<file path="src/rtl/mem_arb_pkg.sv">
// Shared state/owner encodings and default widths for mem_port_arbiter.
package mem_arb_pkg;

  localparam int ADDR_W_DEF  = 32;
  localparam int DATA_W_DEF  = 32;
  localparam int TIMEOUT_DEF = 15;

  typedef enum logic [1:0] {
    ST_IDLE = 2'd0,
    ST_BUSY = 2'd1,
    ST_RESP = 2'd2
  } state_t;

  typedef enum logic {
    OWN_IF = 1'b0,
    OWN_DM = 1'b1
  } owner_t;

  function automatic owner_t other_owner(input owner_t o);
    return (o == OWN_IF) ? OWN_DM : OWN_IF;
  endfunction

endpackage

</file>
<file path="src/rtl/mem_arb_pick.sv">
// Combinational grant selection between IF and DM requests.
// MEM_ARB_RR_EN selects round-robin tie-break; otherwise DM always wins a tie.
module mem_arb_pick
  import mem_arb_pkg::*;
(
  input  logic   if_req,
  input  logic   dm_req,
  input  owner_t last_owner,
  output logic   grant_vld,
  output owner_t grant_own
);

  always_comb begin
    grant_vld = if_req | dm_req;
    grant_own = dm_req ? OWN_DM : OWN_IF;
`ifdef MEM_ARB_RR_EN
    // On a tie, serve whichever port did not get the previous grant.
    if (if_req && dm_req) begin
      grant_own = other_owner(last_owner);
    end
`endif
  end

`ifndef MEM_ARB_RR_EN
  owner_t unused_last_owner;
  assign unused_last_owner = last_owner;
`endif

endmodule

</file>
<file path="src/rtl/mem_port_arbiter.sv">
// Shares one single-ported memory between IF and MEM stages: IDLE/BUSY/RESP sequencer
// with timeout abort. Define MEM_ARB_RR_EN for round-robin tie-break (default: DM priority).
module mem_port_arbiter
  import mem_arb_pkg::*;
#(
  parameter int ADDR_W  = ADDR_W_DEF,
  parameter int DATA_W  = DATA_W_DEF,
  parameter int TIMEOUT = TIMEOUT_DEF
) (
  input  logic              clk,
  input  logic              reset,
  input  logic              if_req,
  input  logic [ADDR_W-1:0] if_addr,
  output logic [DATA_W-1:0] if_rdata,
  output logic              if_ack,
  input  logic              dm_req,
  input  logic              dm_we,
  input  logic [ADDR_W-1:0] dm_addr,
  input  logic [DATA_W-1:0] dm_wdata,
  output logic [DATA_W-1:0] dm_rdata,
  output logic              dm_ack,
  output logic              mem_en,
  output logic              mem_we,
  output logic [ADDR_W-1:0] mem_addr,
  output logic [DATA_W-1:0] mem_wdata,
  input  logic [DATA_W-1:0] mem_rdata,
  input  logic              mem_ready,
  output logic              stall_if,
  output logic              stall_mem,
  output logic              err
);

  localparam int               CNT_W    = $clog2(TIMEOUT + 1);
  localparam logic [CNT_W-1:0] TMO_LAST = CNT_W'(TIMEOUT - 1);

  state_t           state, state_nxt;
  owner_t           owner;
  owner_t           last_owner;
  logic             grant_vld;
  owner_t           grant_own;
  logic             do_grant, do_done, do_tmo;
  logic [CNT_W-1:0] tmo_cnt;

  mem_arb_pick u_pick (
    .if_req     (if_req),
    .dm_req     (dm_req),
    .last_owner (last_owner),
    .grant_vld  (grant_vld),
    .grant_own  (grant_own)
  );

`ifdef MEM_ARB_RR_EN
  always_ff @(posedge clk) begin
    if (reset) begin
      last_owner <= OWN_IF;
    end else if (do_grant) begin
      last_owner <= grant_own;
    end
  end
`else
  assign last_owner = OWN_DM;
`endif

  always_ff @(posedge clk) begin
    if (reset) begin
      state <= ST_IDLE;
    end else begin
      state <= state_nxt;
    end
  end

  always_comb begin
    state_nxt = state;
    do_grant  = 1'b0;
    do_done   = 1'b0;
    do_tmo    = 1'b0;
    case (state)
      ST_IDLE: begin
        if (grant_vld) begin
          state_nxt = ST_BUSY;
          do_grant  = 1'b1;
        end
      end
      ST_BUSY: begin
        // A ready arriving on the last allowed cycle still counts as success.
        if (mem_ready) begin
          state_nxt = ST_RESP;
          do_done   = 1'b1;
        end else if (tmo_cnt == TMO_LAST) begin
          state_nxt = ST_RESP;
          do_tmo    = 1'b1;
        end
      end
      ST_RESP: state_nxt = ST_IDLE;
      default: state_nxt = ST_IDLE;
    endcase
  end

  always_ff @(posedge clk) begin
    if (reset) begin
      owner     <= OWN_IF;
      tmo_cnt   <= '0;
      mem_en    <= 1'b0;
      mem_we    <= 1'b0;
      mem_addr  <= '0;
      mem_wdata <= '0;
      if_ack    <= 1'b0;
      dm_ack    <= 1'b0;
      if_rdata  <= '0;
      dm_rdata  <= '0;
      err       <= 1'b0;
    end else begin
      if_ack <= 1'b0;
      dm_ack <= 1'b0;
      if (do_grant) begin
        owner    <= grant_own;
        tmo_cnt  <= '0;
        mem_en   <= 1'b1;
        if (grant_own == OWN_DM) begin
          mem_we    <= dm_we;
          mem_addr  <= dm_addr;
          mem_wdata <= dm_wdata;
        end else begin
          mem_we    <= 1'b0;
          mem_addr  <= if_addr;
          mem_wdata <= '0;
        end
      end
      if (state == ST_BUSY && !mem_ready) begin
        tmo_cnt <= tmo_cnt + 1'b1;
      end
      if (do_done || do_tmo) begin
        mem_en <= 1'b0;
        if (do_tmo) begin
          err <= 1'b1;
        end
        // Aborted reads return zero; stores leave rdata untouched.
        if (owner == OWN_IF) begin
          if_ack   <= 1'b1;
          if_rdata <= do_done ? mem_rdata : '0;
        end else begin
          dm_ack <= 1'b1;
          if (!mem_we) begin
            dm_rdata <= do_done ? mem_rdata : '0;
          end
        end
      end
    end
  end

  assign stall_if  = if_req & ~if_ack;
  assign stall_mem = dm_req & ~dm_ack;

endmodule

</file>
<file path="config.mk">
export PLATFORM = sky130hd
export DESIGN_NAME = mem_port_arbiter
export DESIGN_NICKNAME = d
export VERILOG_FILES = /design/src/rtl/mem_arb_pkg.sv /design/src/rtl/mem_arb_pick.sv /design/src/rtl/mem_port_arbiter.sv
export SDC_FILE = /design/constraint.sdc
export NUM_CORES = 1
export LEC_CHECK = 0
export CORE_ASPECT_RATIO = 1.1
export CORE_MARGIN = 2
export CORE_UTILIZATION = 40
export CTS_CLUSTER_DIAMETER = 60
export DETAILED_ROUTE_END_ITERATION = 12
export MAX_ROUTING_LAYER = met4
export PLACE_DENSITY_LB_ADDON = 0.1
export SYNTH_ARGS = -nofsm -noshare
export SYNTH_HDL_FRONTEND = slang
export SYNTH_SLANG_ARGS = --single-unit
</file>
<file path="constraint.sdc">
create_clock -name clk -period 2 [get_ports clk]
set_input_delay 0.4 -clock clk [delete_from_list [all_inputs] [get_ports clk]]
set_output_delay 0.4 -clock clk [all_outputs]
set_load 0.005 [all_outputs]
</file>
* After elaboration in Yosys (flattened, before gate mapping)
Cells that the tools add are included.
Word-level totals: input port bits 134, word-level logic and storage cells 56, output and inout port bits 135, register bits 140
Operators by class: reductions and logical operators 11, equality and inequality tests 4, bitwise gates (word level) 8, $add $sub $neg 1, mux-type cells 20
Operator list (count):
- 32-bit 2-to-1 mux | 3
- 1-bit 2-to-1 mux | 11
- 4-bit 2-to-1 mux | 2
- 2-bit 2-to-1 mux | 3
- 2-bit AND reduction | 3
- 1-bit inverter | 5
- 4-bit by 1-bit adder with 4-bit output, second input constant | 1
- 4-bit == test, second input constant | 1
- 2-bit case mux with 2 select lines | 1
- 2-bit OR reduction | 2
- 3-bit inequality test, second input constant | 1
- 3-bit AND reduction | 1
- 1-bit AND | 2
- 2-bit by 1-bit == test with 1-bit output, second input constant | 1
- 2-bit logical NOT | 1
- 2-bit inequality test, second input constant | 1
- 2-bit nonzero test | 1
- 1-bit logical AND | 1
- 1-bit logical NOT | 1
- 1-bit logical OR | 1
- 1-bit OR | 1

* Logic depth before layout (Yosys ltp)
depth in word-level cells 7, gate-level depth with buffers 6, gate-level depth less buffers 5

* Modules after synthesis
From an unflattened synthesis, not the netlist that was laid out.
Second synthesis, totals: cells, all modules 491, area, all modules 5154.9 sq um
By module, submodules not included:
- mem_port_arbiter | times used 1, cells each 489, area each 5141.2 sq um
- mem_arb_pick | times used 1, cells each 2, area each 13.8 sq um

* Least setup slack after synthesis
Ideal clock, no wire load.
path type register to register, start reg tmo_cnt[0], end reg if_rdata[10], clock period less this slack 1506 ps, library setup time 117 ps, cell stages (with the launch flop) 7, path slack 494 ps, arrival 1389 ps, cells stage by stage dfxtp_1 > inv_1 > ha_1 > a31oi_4 > o31a_1 > buf_6 > a22o_1
On the way: cells in the longest elaborated chain, start to end 6
Ends and longest elaborated chain:
- from (decl) | RTL line mem_port_arbiter.sv:42 | logic [CNT_W-1:0] tmo_cnt;
- from (signal assigned) | RTL line mem_port_arbiter.sv:130 | tmo_cnt <= tmo_cnt + 1'b1;
- 4-bit == test | RTL line mem_port_arbiter.sv:89 | end else if (tmo_cnt == TMO_LAST) begin
- 1-bit 2-to-1 mux | RTL line mem_port_arbiter.sv:89
- 1-bit 2-to-1 mux | RTL line mem_port_arbiter.sv:86 | if (mem_ready) begin
- 1-bit 2-to-1 mux | RTL line mem_port_arbiter.sv:77 | case (state)
- 1-bit logical OR | RTL line mem_port_arbiter.sv:132 | if (do_done || do_tmo) begin
- 2-bit AND reduction (no source line)
- to (signal assigned) | RTL line mem_port_arbiter.sv:140 | if_rdata <= do_done ? mem_rdata : '0;
- to (decl) | RTL line mem_port_arbiter.sv:14 | output logic [DATA_W-1:0] if_rdata,
No other way between the ends. A chain may end at the register's enable or synchronous reset.

* Final worst setup path
start reg state[0], end reg mem_en
On the way: cells in the longest elaborated chain, start to end 4, elaborated cells between the ends (all ways) 7
Ends and longest elaborated chain:
- from (decl) | RTL line mem_port_arbiter.sv:36 | state_t state, state_nxt;
- from (signal assigned) | RTL line mem_port_arbiter.sv:68 | state <= state_nxt;
- 2-bit by 1-bit == test with 1-bit output | RTL line mem_port_arbiter.sv:77
- 1-bit 2-to-1 mux | RTL line mem_port_arbiter.sv:77
- 1-bit logical OR | RTL line mem_port_arbiter.sv:132
- 2-bit OR reduction (no source line)
- to (signal assigned) | RTL line mem_port_arbiter.sv:103 | mem_en <= 1'b0;
- to (signal assigned) | RTL line mem_port_arbiter.sv:118 | mem_en <= 1'b1;
- to (signal assigned) | RTL line mem_port_arbiter.sv:133 | mem_en <= 1'b0;
- to (decl) | RTL line mem_port_arbiter.sv:22 | output logic mem_en,
Parallel ways exist; a longest one is shown, timed or not.

==> results.toml <==
[clocking]
cts_sinks = 140
cts_max_level = 4
hold_buffers = 0
cts_buffers = 17
cts.clk_slew.worst_paths_ns = 0.06
clock_latency_ns = 0.42
cts_tree = "built"
clock_path_buffers = 2
cts_root_buffer = "clkbuf_16"

[timing]
report.final.slew_viol_count = 0
max_freq_ghz = 0.550
hold_ws_ns = 0.321
worstMarginPinSlew_ns = 0.802
setup_slack_ns = 0.181
min_period_ns = 1.82
setup-violations-final = 0
rsz0062_at_grt = "false"
finClkSkew_ns = 0.0150
hold_viol = 0
fin_crit_sh_pct = 90.9
slew_headroom_pct = 46.4

[min_path]
hp-class = "in2reg"

[floorplanning]
ios = 269
die_w_um = 114
row_count = 44
dieHeight_um = 125
core_um2 = 13200
initial_core_util_pct = 40.8
dieArea_um2 = 14400

[cells_and_area]
utilization_pct = 66.8
antenna_cells = 0
areaGrowthSynthToFinish_pct = 63.8
final_nets = 924
nFillCells = 1052
regArea_um2 = 2800
final_layout_size_suffix_gt1_share_pct = 8.63
multiInputGateArea_um2 = 2240
final_cell_area_um2 = 8790

[worst_setup_path]
critical_path_class = "reg2reg"
worst_setup_path_end_kind = "flip-flop"
cp-start-kind = "flip-flop"
critical_path_peak_fanout = 34
worstPathRequired_ns = 2.35
crit_arrival_ns = 2.17

[pwr]
p_clk_share_pct = 43.9
p_comb_share_pct = 15.7
p_sw_share_pct = 23.0
p_switching_mw = 1.74
total_power_mw = 7.58
p_seq_share_pct = 40.3
p_per_area_nw_per_um2 = 862
leakage_nw = 3.26
vdd_drop_max_mv = 0.483
cell_internal_pwr_mw = 5.84

[yosys]
avgSynthCellArea_um2 = 10.1
synth_flop_cell = "dfxtp_1"
syn_nets = 666
synth_edf_count = 0
async_flop_share_pct = 0
synth_warnings = 0
synthTopCellsByArea = "dfxtp_1 (52%), a22o_1 (8.0%), a21oi_1 (7.7%)"
synth_top_cell_by_area = "dfxtp_1"
synth_seq_cells = 140
postSynthCellCount = 530
yosysUniqueCellTypes = 43
synth_area_um2 = 5370
synth.top_cell.area_share_pct = 52.2
synth_seq_area_share_pct = 52.2

[grt]
grt_max_degree = 36
antenna_found_initial = 0
grt_pass1_vias = 5179
overflow = 0
grtUsageTotal_pct = 23.6
grt_pass1_wl_um = 26200

[placed_design]
placed_cell_area_um2 = 8150
hpwlAfterDp_um = 11800
gp_congestion = 0.819
dp_worst_setup_slack_ns = -0.0446
portBuffers = 268

[job]
drv_cap = 0

[routing]
top_layer = "met4"
route.met3.wl_um = 1020
wl_met1_um = 7040
wl_um = 16600
dr.pass1.iters = 5
dr_total_vias = 5209
route.detailed.drc = 0
wl_met2_um = 8210
via_per_inst = 5.42
detail_route.wl_per_cell_um = 17.2
detailedRoute.firstIterationViolations = 367
drt.antenna.violating_nets = 0

[run_status]
status = "completed"
-- worst max-delay path, cell delays in order (launching register included) --
cell and delay [ns]:
dfxtp_1 0.42, or2_2 0.37, nor2_4 0.65, o221a_2 0.32
-- layer usage --
layer | GRT usage [%] | vias up
met2 | 38.5 | 215
li1 | - | 2484
met4 | 8.11 | 0
met5 | - | -
met1 | 28.4 | 2488
met3 | 5.87 | 22
-- final cells by class --
class                   instances  area share, %
inverters                       3          0.128
clock inverters                11           1.89
flip-flops and latches        140           31.9
multi-input cells             334           25.5
well taps                     161           2.29
repair buffers                292           32.9
clock buffers                  20           5.31
-- flip-flops by register name, summed over array words and instances, names as in the netlist --
name / flops
if_rdata: 32
tmo_cnt: 4
err: 1
dm_rdata: 32
if_ack: 1
mem_addr: 32
owner: 1
mem_we: 1
mem_wdata: 32
dm_ack: 1
state: 2
mem_en: 1
-- stage by stage --
step | cells | TNS, ns
3_5_place_dp | 930 | -0.0829
4_1_cts | 961 | 0
6_report | 961 | 0
3_3_place_gp | 930 | -0.0210
5_1_grt | 961 | 0
2_1_floorplan | 530 | 0
-- power by group through the flow --
stage | clock network, mW | registers (mW) | logic [mW]
after detailed placement | 0 | 3.11 | 1.20
after CTS | 3.38 | 3.05 | 1.20
after global placement | 0 | 3.11 | 1.17
after global routing | 3.51 | 3.07 | 1.28
final | 3.33 | 3.06 | 1.19
after floorplan | 0 | 3.11 | 0.480
-- synth_stat cells (2+ instances only) --
library cell	number
nor4bb_1	2
clkbuf_1	17
o21ai_1	6
a21oi_1	83
buf_2	17
dfxtp_1	140
nor2_1	3
buf_4	9
o21ai_0	43
a22o_1	49
and2_1	2
a211oi_1	32
ha_1	2
mux2i_1	32
inv_1	3
buf_6	9
nor2_2	2
a41oi_1	2
nand2_1	19
nor3_1	2
nand3_1	34
-- final timing paths --
| kind | from | to | slack [ns] | depth (start not counted) |
|---|---|---|---|---|
| min reg2reg | if_rdata[5] | if_rdata[5] | 0.47 | 1 |
| max reg2reg | state[0] | mem_en | 0.18 | 3 |
| min | dm_req | owner | 0.32 | 3 |
| max | state[0] | mem_en | 0.18 | 3 |
-- logic make-up after synthesis --
| kind of cell | after synthesis | synth area share, % |
|---|---|---|
| simple gates | 75 | 8.02 |
| flops | 140 | 52.2 |
| xor+xnor | 1 | 0.163 |
| compound gates | 224 | 26.9 |
| mux | 32 | 5.97 |
| buf+inv | 56 | 6.20 |
| fa+ha+maj | 2 | 0.466 |
-- layout by cell type, fill, tap and decap left out, types with 2 or more instances in the layout --
master / netlist / final
nand3_1: 34 / 34
nor3_1: 2 / 2
nor2_1: 3 / 3
nand2_1: 19 / 19
o21ai_1: 6 / 6
buf_4: 9 / 22
inv_1: 3 / 3
clkdlybuf4s50_1: 0 / 265
a211oi_1: 32 / 32
and2_1: 2 / 2
clkbuf_8: 0 / 3
clkinv_2: 0 / 3
clkbuf_16: 0 / 17
a41oi_1: 2 / 2
mux2i_1: 32 / 32
o21ai_0: 43 / 43
dfxtp_1: 140 / 140
clkinvlp_4: 0 / 3
nor2_2: 2 / 2
a21oi_1: 83 / 83
a22o_1: 49 / 49
buf_12: 0 / 3
ha_1: 2 / 2
bufinv_16: 0 / 4
-- timing repair --
action / in CTS / in global routing
resized for setup: 0 / 1
endpoints found under the setup margin: 0 / 1
setup buffers: 0 / 0
(Power assumes the default switching activity.)
